## src/rtl/mem_stage.sv

```systemverilog
// Memory-access stage: decodes the XM latch, runs a req/ack data-memory access
// while holding the pipeline, then loads the MW latch with the result.
module mem_stage #(
    parameter int ADDR_W  = 12,
    parameter int TIMEOUT = 16
) (
    input  logic              clk,
    input  logic              clr_n,
    input  logic [31:0]       xm_ir,
    input  logic [31:0]       xm_result,
    input  logic [31:0]       xm_dataB,
    input  logic              xm_exception,
    output logic              stall,
    output logic              mem_req,
    output logic              mem_we,
    output logic [ADDR_W-1:0] mem_addr,
    output logic [31:0]       mem_wdata,
    input  logic [31:0]       mem_rdata,
    input  logic              mem_ack,
    output logic [31:0]       mw_ir,
    output logic [31:0]       mw_data,
    output logic              mw_exception
);
    localparam logic [4:0] OP_LW = 5'b01000;
    localparam logic [4:0] OP_SW = 5'b00111;
    localparam logic [7:0] LAST  = 8'(TIMEOUT - 1);

    typedef enum logic {IDLE, ACCESS} state_t;

    state_t      state, nxt;
    logic [7:0]  cnt, cnt_d;
    logic        is_lw, is_sw, addr_ok, mem_op, start;
    logic [31:0] mw_ir_d, mw_data_d;
    logic        mw_exc_d;

    assign is_lw   = (xm_ir[31:27] == OP_LW);
    assign is_sw   = (xm_ir[31:27] == OP_SW);
    assign addr_ok = (xm_result[31:ADDR_W] == '0);
    assign mem_op  = (is_lw | is_sw) & ~xm_exception & addr_ok;
    assign mem_req = (state == ACCESS);

    always_ff @(posedge clk or negedge clr_n) begin
        if (!clr_n) begin
            state <= IDLE;
            cnt   <= 8'd0;
        end else begin
            state <= nxt;
            cnt   <= cnt_d;
        end
    end

    always_comb begin
        nxt       = state;
        cnt_d     = cnt;
        stall     = 1'b0;
        start     = 1'b0;
        mw_ir_d   = xm_ir;
        mw_data_d = xm_result;
        mw_exc_d  = xm_exception;
        case (state)
            IDLE: begin
                if (mem_op) begin
                    stall     = 1'b1;
                    start     = 1'b1;
                    nxt       = ACCESS;
                    cnt_d     = 8'd0;
                    mw_ir_d   = '0;
                    mw_data_d = '0;
                    mw_exc_d  = 1'b0;
                end else if ((is_lw | is_sw) & ~xm_exception) begin
                    // out-of-range address: no access, flag it downstream
                    mw_data_d = '0;
                    mw_exc_d  = 1'b1;
                end
            end
            ACCESS: begin
                if (mem_ack) begin
                    nxt       = IDLE;
                    mw_data_d = mem_we ? xm_result : mem_rdata;
                    mw_exc_d  = 1'b0;
                end else if (cnt < LAST) begin
                    stall     = 1'b1;
                    cnt_d     = cnt + 8'd1;
                    mw_ir_d   = '0;
                    mw_data_d = '0;
                    mw_exc_d  = 1'b0;
                end else begin
                    // timeout abort: release the pipeline with an exception
                    nxt       = IDLE;
                    mw_data_d = '0;
                    mw_exc_d  = 1'b1;
                end
            end
            default: nxt = IDLE;
        endcase
    end

    always_ff @(posedge clk or negedge clr_n) begin
        if (!clr_n) begin
            mem_we    <= 1'b0;
            mem_addr  <= '0;
            mem_wdata <= '0;
        end else if (start) begin
            mem_we    <= is_sw;
            mem_addr  <= xm_result[ADDR_W-1:0];
            mem_wdata <= xm_dataB;
        end
    end

    always_ff @(posedge clk or negedge clr_n) begin
        if (!clr_n) begin
            mw_ir        <= '0;
            mw_data      <= '0;
            mw_exception <= 1'b0;
        end else begin
            mw_ir        <= mw_ir_d;
            mw_data      <= mw_data_d;
            mw_exception <= mw_exc_d;
        end
    end
endmodule

```

## config.mk

```make
export PLATFORM = sky130hd
export DESIGN_NAME = mem_stage
export DESIGN_NICKNAME = d
export VERILOG_FILES = /design/src/rtl/mem_stage.sv
export SDC_FILE = /design/constraint.sdc
export NUM_CORES = 1
export LEC_CHECK = 0
export BUFFER_PORTS_ARGS = -buffer_cell sky130_fd_sc_hd__buf_2
export CORE_MARGIN = 8
export CORE_UTILIZATION = 40
export CTS_CLUSTER_SIZE = 10
export DETAILED_ROUTE_END_ITERATION = 12
export HOLD_SLACK_MARGIN = 0.15
export PLACE_DENSITY = 0.76
export SYNTH_ARGS = -nofsm -noshare
export SYNTH_HDL_FRONTEND = slang
export SYNTH_SLANG_ARGS = --single-unit
```

## constraint.sdc

```tcl
create_clock -name clk -period 2.15 [get_ports clk]
set_clock_uncertainty 0.05 [all_clocks]
set_input_delay 0.215 -clock clk [delete_from_list [all_inputs] [get_ports clk]]
set_output_delay 0.215 -clock clk [all_outputs]
set_load 0.005 [all_outputs]
```

# Word level (Yosys, flattened, before mapping)
# Cells that the tools add are included.
# word_totals
output_inout_bits	112
register_bits	119
in_bits	132
wordCells	45
# classes
addsub	1
mux	23
eq_ne	5
reduce_logical	2
n_lt_le_gt_ge	1
n_bitwise	5
# ops
op	count
32-bit two-way mux	7
32-bit case mux with 2 select lines	2
8-bit two-way mux	3
20-bit zero test	1
8-bit case mux with 2 select lines	1
8-bit by 1-bit adder with 8-bit output (second input constant)	1
8-bit by 4-bit < comparator with 1-bit output (second input constant)	1
1-bit two-way mux	8
5-bit by 3-bit == test with 1-bit output (second input constant)	1
5-bit by 4-bit == test with 1-bit output (second input constant)	1
2-bit != test (second input constant)	2
1-bit case mux with 2 select lines	2
3-bit AND reduction	1
1-bit bitwise AND	2
2-bit by 1-bit != test with 1-bit output (second input constant)	1
1-bit inverter	2
1-bit bitwise OR	1

# Longest topological paths before layout
# logic_depth
ltp_word	6
mapped_depth	6
depth_no_buf	5

# Worst setup path after synthesis
# Ideal clock, no wire load.
# synth_timing
kind	input to register
from	in xm_ir[27]
to	reg mem_addr[0]
arrival_ns	2.068
stages	6
path_slack_ns	-0.096
path_cell_list	or4b_1 > a2111oi_2 > nor3b_4 > buf_6 > buf_6 > mux2_1
# synth_via
elab_chain_len	6
# synth_rtl
element	line_no	rtl
start, declared	9	input logic [31:0] xm_ir,
5-bit by 4-bit == test with 1-bit output / 5-bit by 3-bit == test with 1-bit output (equally long branches)	36, 37	
1-bit bitwise OR *	39	assign mem_op = (is_lw | is_sw) & ~xm_exception & addr_ok;
1-bit bitwise AND * (2 in series)	39	
1-bit two-way mux *	62	if (mem_op) begin
1-bit two-way mux *	60	case (state)
end signal, assigned	105	mem_addr <= xm_result[ADDR_W-1:0];
end, declared	16	output logic [ADDR_W-1:0] mem_addr,
# Mark *: on every way between the ends. The rest lies on a longest branch, timed or not.
# A chain may end at the register's enable or synchronous reset.

# Worst setup path in the final report
# layout_timing
from	reg cnt[4]
to	out stall
# layout_via
elab_chain_len	4
# layout_rtl
element	line_no	rtl
start, declared	31	logic [7:0] cnt, cnt_d;
start signal, assigned	48	cnt <= cnt_d;
8-bit by 4-bit < comparator with 1-bit output	81	end else if (cnt < LAST) begin
1-bit two-way mux	81	
1-bit two-way mux	77	if (mem_ack) begin
1-bit case mux with 2 select lines	60	
end, declared	13	output logic stall,
# No other way between the ends.

==> qor.txt <==
number of remaining DRC errors: 0
starting density of the core: 0.410
total standard cell area after synthesis: 0.00446 mm^2
overall routing resource usage: 0.234
largest net degree at the start of global routing: 47
area growth from synthesis to layout: 80.0%
largest voltage drop on the vdd net: 466 uV
total I/O pin count: 244
Setup crit end kind: output pin
DRT antenna net count: 0
Non-Filler Cell Area, Final: 0.00804 mm^2
instance count along the most critical hold path: 5
power after layout: 5.69 mW
worst path required time: 1.88 ns
first drt pass iteration count: 4
drt first-iter violations: 299
portion of total power attributed to the clock network: 0.489
switching power summed over all nets: 1.19 mW
width of the die: 122 um
Mapped Nets: 430
power share of the combinational group: 0.101
final cell utilization of the core: 0.738
worst-margin pin slew: 0.553 ns
maximum fanout along the worst path: 2
R2R cell count: 6
async set or reset register ratio after synthesis: 1.00
number of flops mapped to enable cells by yosys: 0
Pwr per Cell Area: 708 mW/mm^2
switching fraction of total power: 0.210
CTS buffer count: 17
multi-input logic area: 0.00141 mm^2
violations in the final reports: setup timing
sequential area share after synthesis: 0.667
startpoint types: flop
peak clock frequency supported by timing: 442 MHz
max-cap check violation count: 0
detail-routed net length per standard cell: 20.4 um
setup violators final: 1
total wirelength of the detailed-routed design: 17,500 um
number of sinks driven by the clock tree: 119
Die Area: 0.0148 mm^2
leakage: 4.19 nW
Filler Cells Inserted: 658
setup repair after global routing missed its margin: yes
register area: 0.00298 mm^2
die height: 122 um
H-tree depth: 4
clock input transition at the sequential cells of the worst setup and hold paths: 0.05 ns
clock tree from TritonCTS: done
Skew-Pair Late Insertion Delay: 0.51 ns
smallest hold slack: 0.174 ns
number of nets in the final layout: 834
core region area: 0.0109 mm^2
I/O Buffers: 243
top flip-flop cell by instance count after synthesis: sky130_fd_sc_hd__dfrtp_1
count of vias placed by the detailed router: 4,286
Hold Vio Cnt, Final: 0
average cell area after synthesis: 15.0 um^2
fin crit share: 1.05
HPWL after DPL: 10,300 um
antenna violations before repair: 4
Relative slew margins: 0.631
master cell of the clock root buffer: sky130_fd_sc_hd__clkbuf_8
number of global-route vias before repair: 4,786
flip-flop and latch count after synthesis: 119
share of post-route cells with drive strength above 1: 0.471
Final Worst Setup Slack: -0.111 ns
total congestion overflow: 0
internal power component: 4.49 mW
dpl cell area: 0.00597 mm^2
worst endpoint data arrival time: 2.00 ns
Max Slew Vio Count: 0
Tmin final: 2.26 ns
count of cell types in the netlist: 33
result of the run: finished with violations
global-route wire length before repair: 26,600 um
routability congestion estimate from global placement: 0.906
kind of critical path: flop to output pin
synthesized instance count: 297
buffers from clock root to sink, at most: 2
min-delay worst type: input port to flop
Row Count: 38
via-per-instance ratio: 4.99
Yosys warning total: 0
sequential group share of total power: 0.409
==> metal layers <==
metal  GRT usage  routed length [um]  part of all wire  vias to the layer above
met2       0.408                9200              0.53                      224
met5           0                  13           0.00074                        -
met4      0.0964                 382             0.022                        2
met3      0.0870                1450             0.083                       33
li1            -                   -                 -                     1892
met1       0.251                6450              0.37                     2135
==> Yosys cell counts, drive strengths merged, types with 2 or more instances <==
master    n  area (um^2)
a22o     32          280
inv       3         11.3
clkbuf   11         41.3
nor2b     4         25.0
and2      2         12.5
nand3     2         10.0
o31ai     2         15.0
nor3b    32          251
o21ai     5         25.0
nand2b    2         12.5
buf       8         67.6
dfrtp   119         2980
nand2     6         22.5
a21oi     3         15.0
mux2     45          544
nor4      7         43.8
nor2      4         15.0
==> path summary, 6_finish.rpt <==
path	start	end	slack (ns)
worst max register to register	mem_req	mw_data[27]	0.17
max in group asynchronous	clr_n	mem_wdata[19]	1.18
worst max-delay path	cnt[4]	stall	-0.11
worst min-delay path	xm_ir[27]	mw_exception	0.17
worst min register to register	mem_wdata[22]	mem_wdata[22]	0.44
min in group asynchronous	clr_n	mw_data[7]	0.21
==> registers in the layout, summed over array words and instances, names as in the netlist <==
name          flops
mem_wdata        32
mw_data          32
mw_ir            32
mem_addr         12
cnt               8
mem_req           1
mem_we            1
mw_exception      1
==> through the flow <==
stage / cells / setup TNS [ns] / worst slack [ns]
floorplan: 297 / 0 / 0.0155
global placement: 677 / -8.40 / -0.167
detailed placement: 677 / -11.44 / -0.213
CTS: 854 / -0.166 / -0.166
global route: 857 / -0.150 / -0.150
finish: 859 / -0.111 / -0.111
==> cell type report <==
class                   count  area share
repair buffers            404       0.355
inverters                   3     0.00140
flip-flops and latches    119       0.371
clock buffers              25      0.0628
well taps                 140      0.0218
clock inverters             7      0.0112
diodes                      5     0.00156
multi-input cells         156       0.176
==> repair_timing <==
item / CTS / global route
pin swaps: 3 / 4
endpoints found under the hold margin: 229 / 1
endpoints found under the setup margin: 1 / 13
cloned: 0 / 0
setup buffers: 4 / 0
resized for setup: 3 / 1
hold buffers: 141 / 1
==> power by group through the flow <==
stage,logic [mW],registers [mW],clock network (mW)
6_report,0.577,2.33,2.78
5_1_grt,0.619,2.33,2.93
4_1_cts,0.557,2.32,2.83
3_5_place_dp,0.350,2.36,0
3_3_place_gp,0.343,2.36,0
2_1_floorplan,0.0624,2.37,0
==> worst max-delay path, cell delays in order (launching register included) <==
cell,delay [ns]
sky130_fd_sc_hd__dfrtp_1,0.37
sky130_fd_sc_hd__or4_4,0.56
sky130_fd_sc_hd__a311oi_4,0.28
sky130_fd_sc_hd__or2_4,0.19
sky130_fd_sc_hd__buf_6,0.09
==> cells by family after synthesis <==
kind of cell | synth area share
adder cells (fa/ha/maj) | 0.00280
buffers and inverters | 0.0269
AND/OR/NAND/NOR | 0.0953
multiplexers | 0.122
AO/OA/AOI/OAI | 0.0858
flip-flops | 0.667
==> placed cells by master, fill, tap and decap left out, types with 3 or more instances in the layout <==
master,count
sky130_fd_sc_hd__a22o_1,32
sky130_fd_sc_hd__buf_12,5
sky130_fd_sc_hd__buf_2,241
sky130_fd_sc_hd__buf_4,15
sky130_fd_sc_hd__clkbuf_16,16
sky130_fd_sc_hd__clkbuf_8,7
sky130_fd_sc_hd__clkinv_2,3
sky130_fd_sc_hd__dfrtp_1,119
sky130_fd_sc_hd__diode_2,5
sky130_fd_sc_hd__dlygate4sd3_1,141
sky130_fd_sc_hd__inv_1,3
sky130_fd_sc_hd__mux2_1,10
sky130_fd_sc_hd__mux2_2,25
sky130_fd_sc_hd__mux2_4,10
sky130_fd_sc_hd__nand2_1,6
sky130_fd_sc_hd__nor2_1,3
sky130_fd_sc_hd__nor2b_1,4
sky130_fd_sc_hd__nor3b_1,31
sky130_fd_sc_hd__nor4_1,7
sky130_fd_sc_hd__o21ai_0,5
Note: power is estimated with default switching activity, not from simulation.
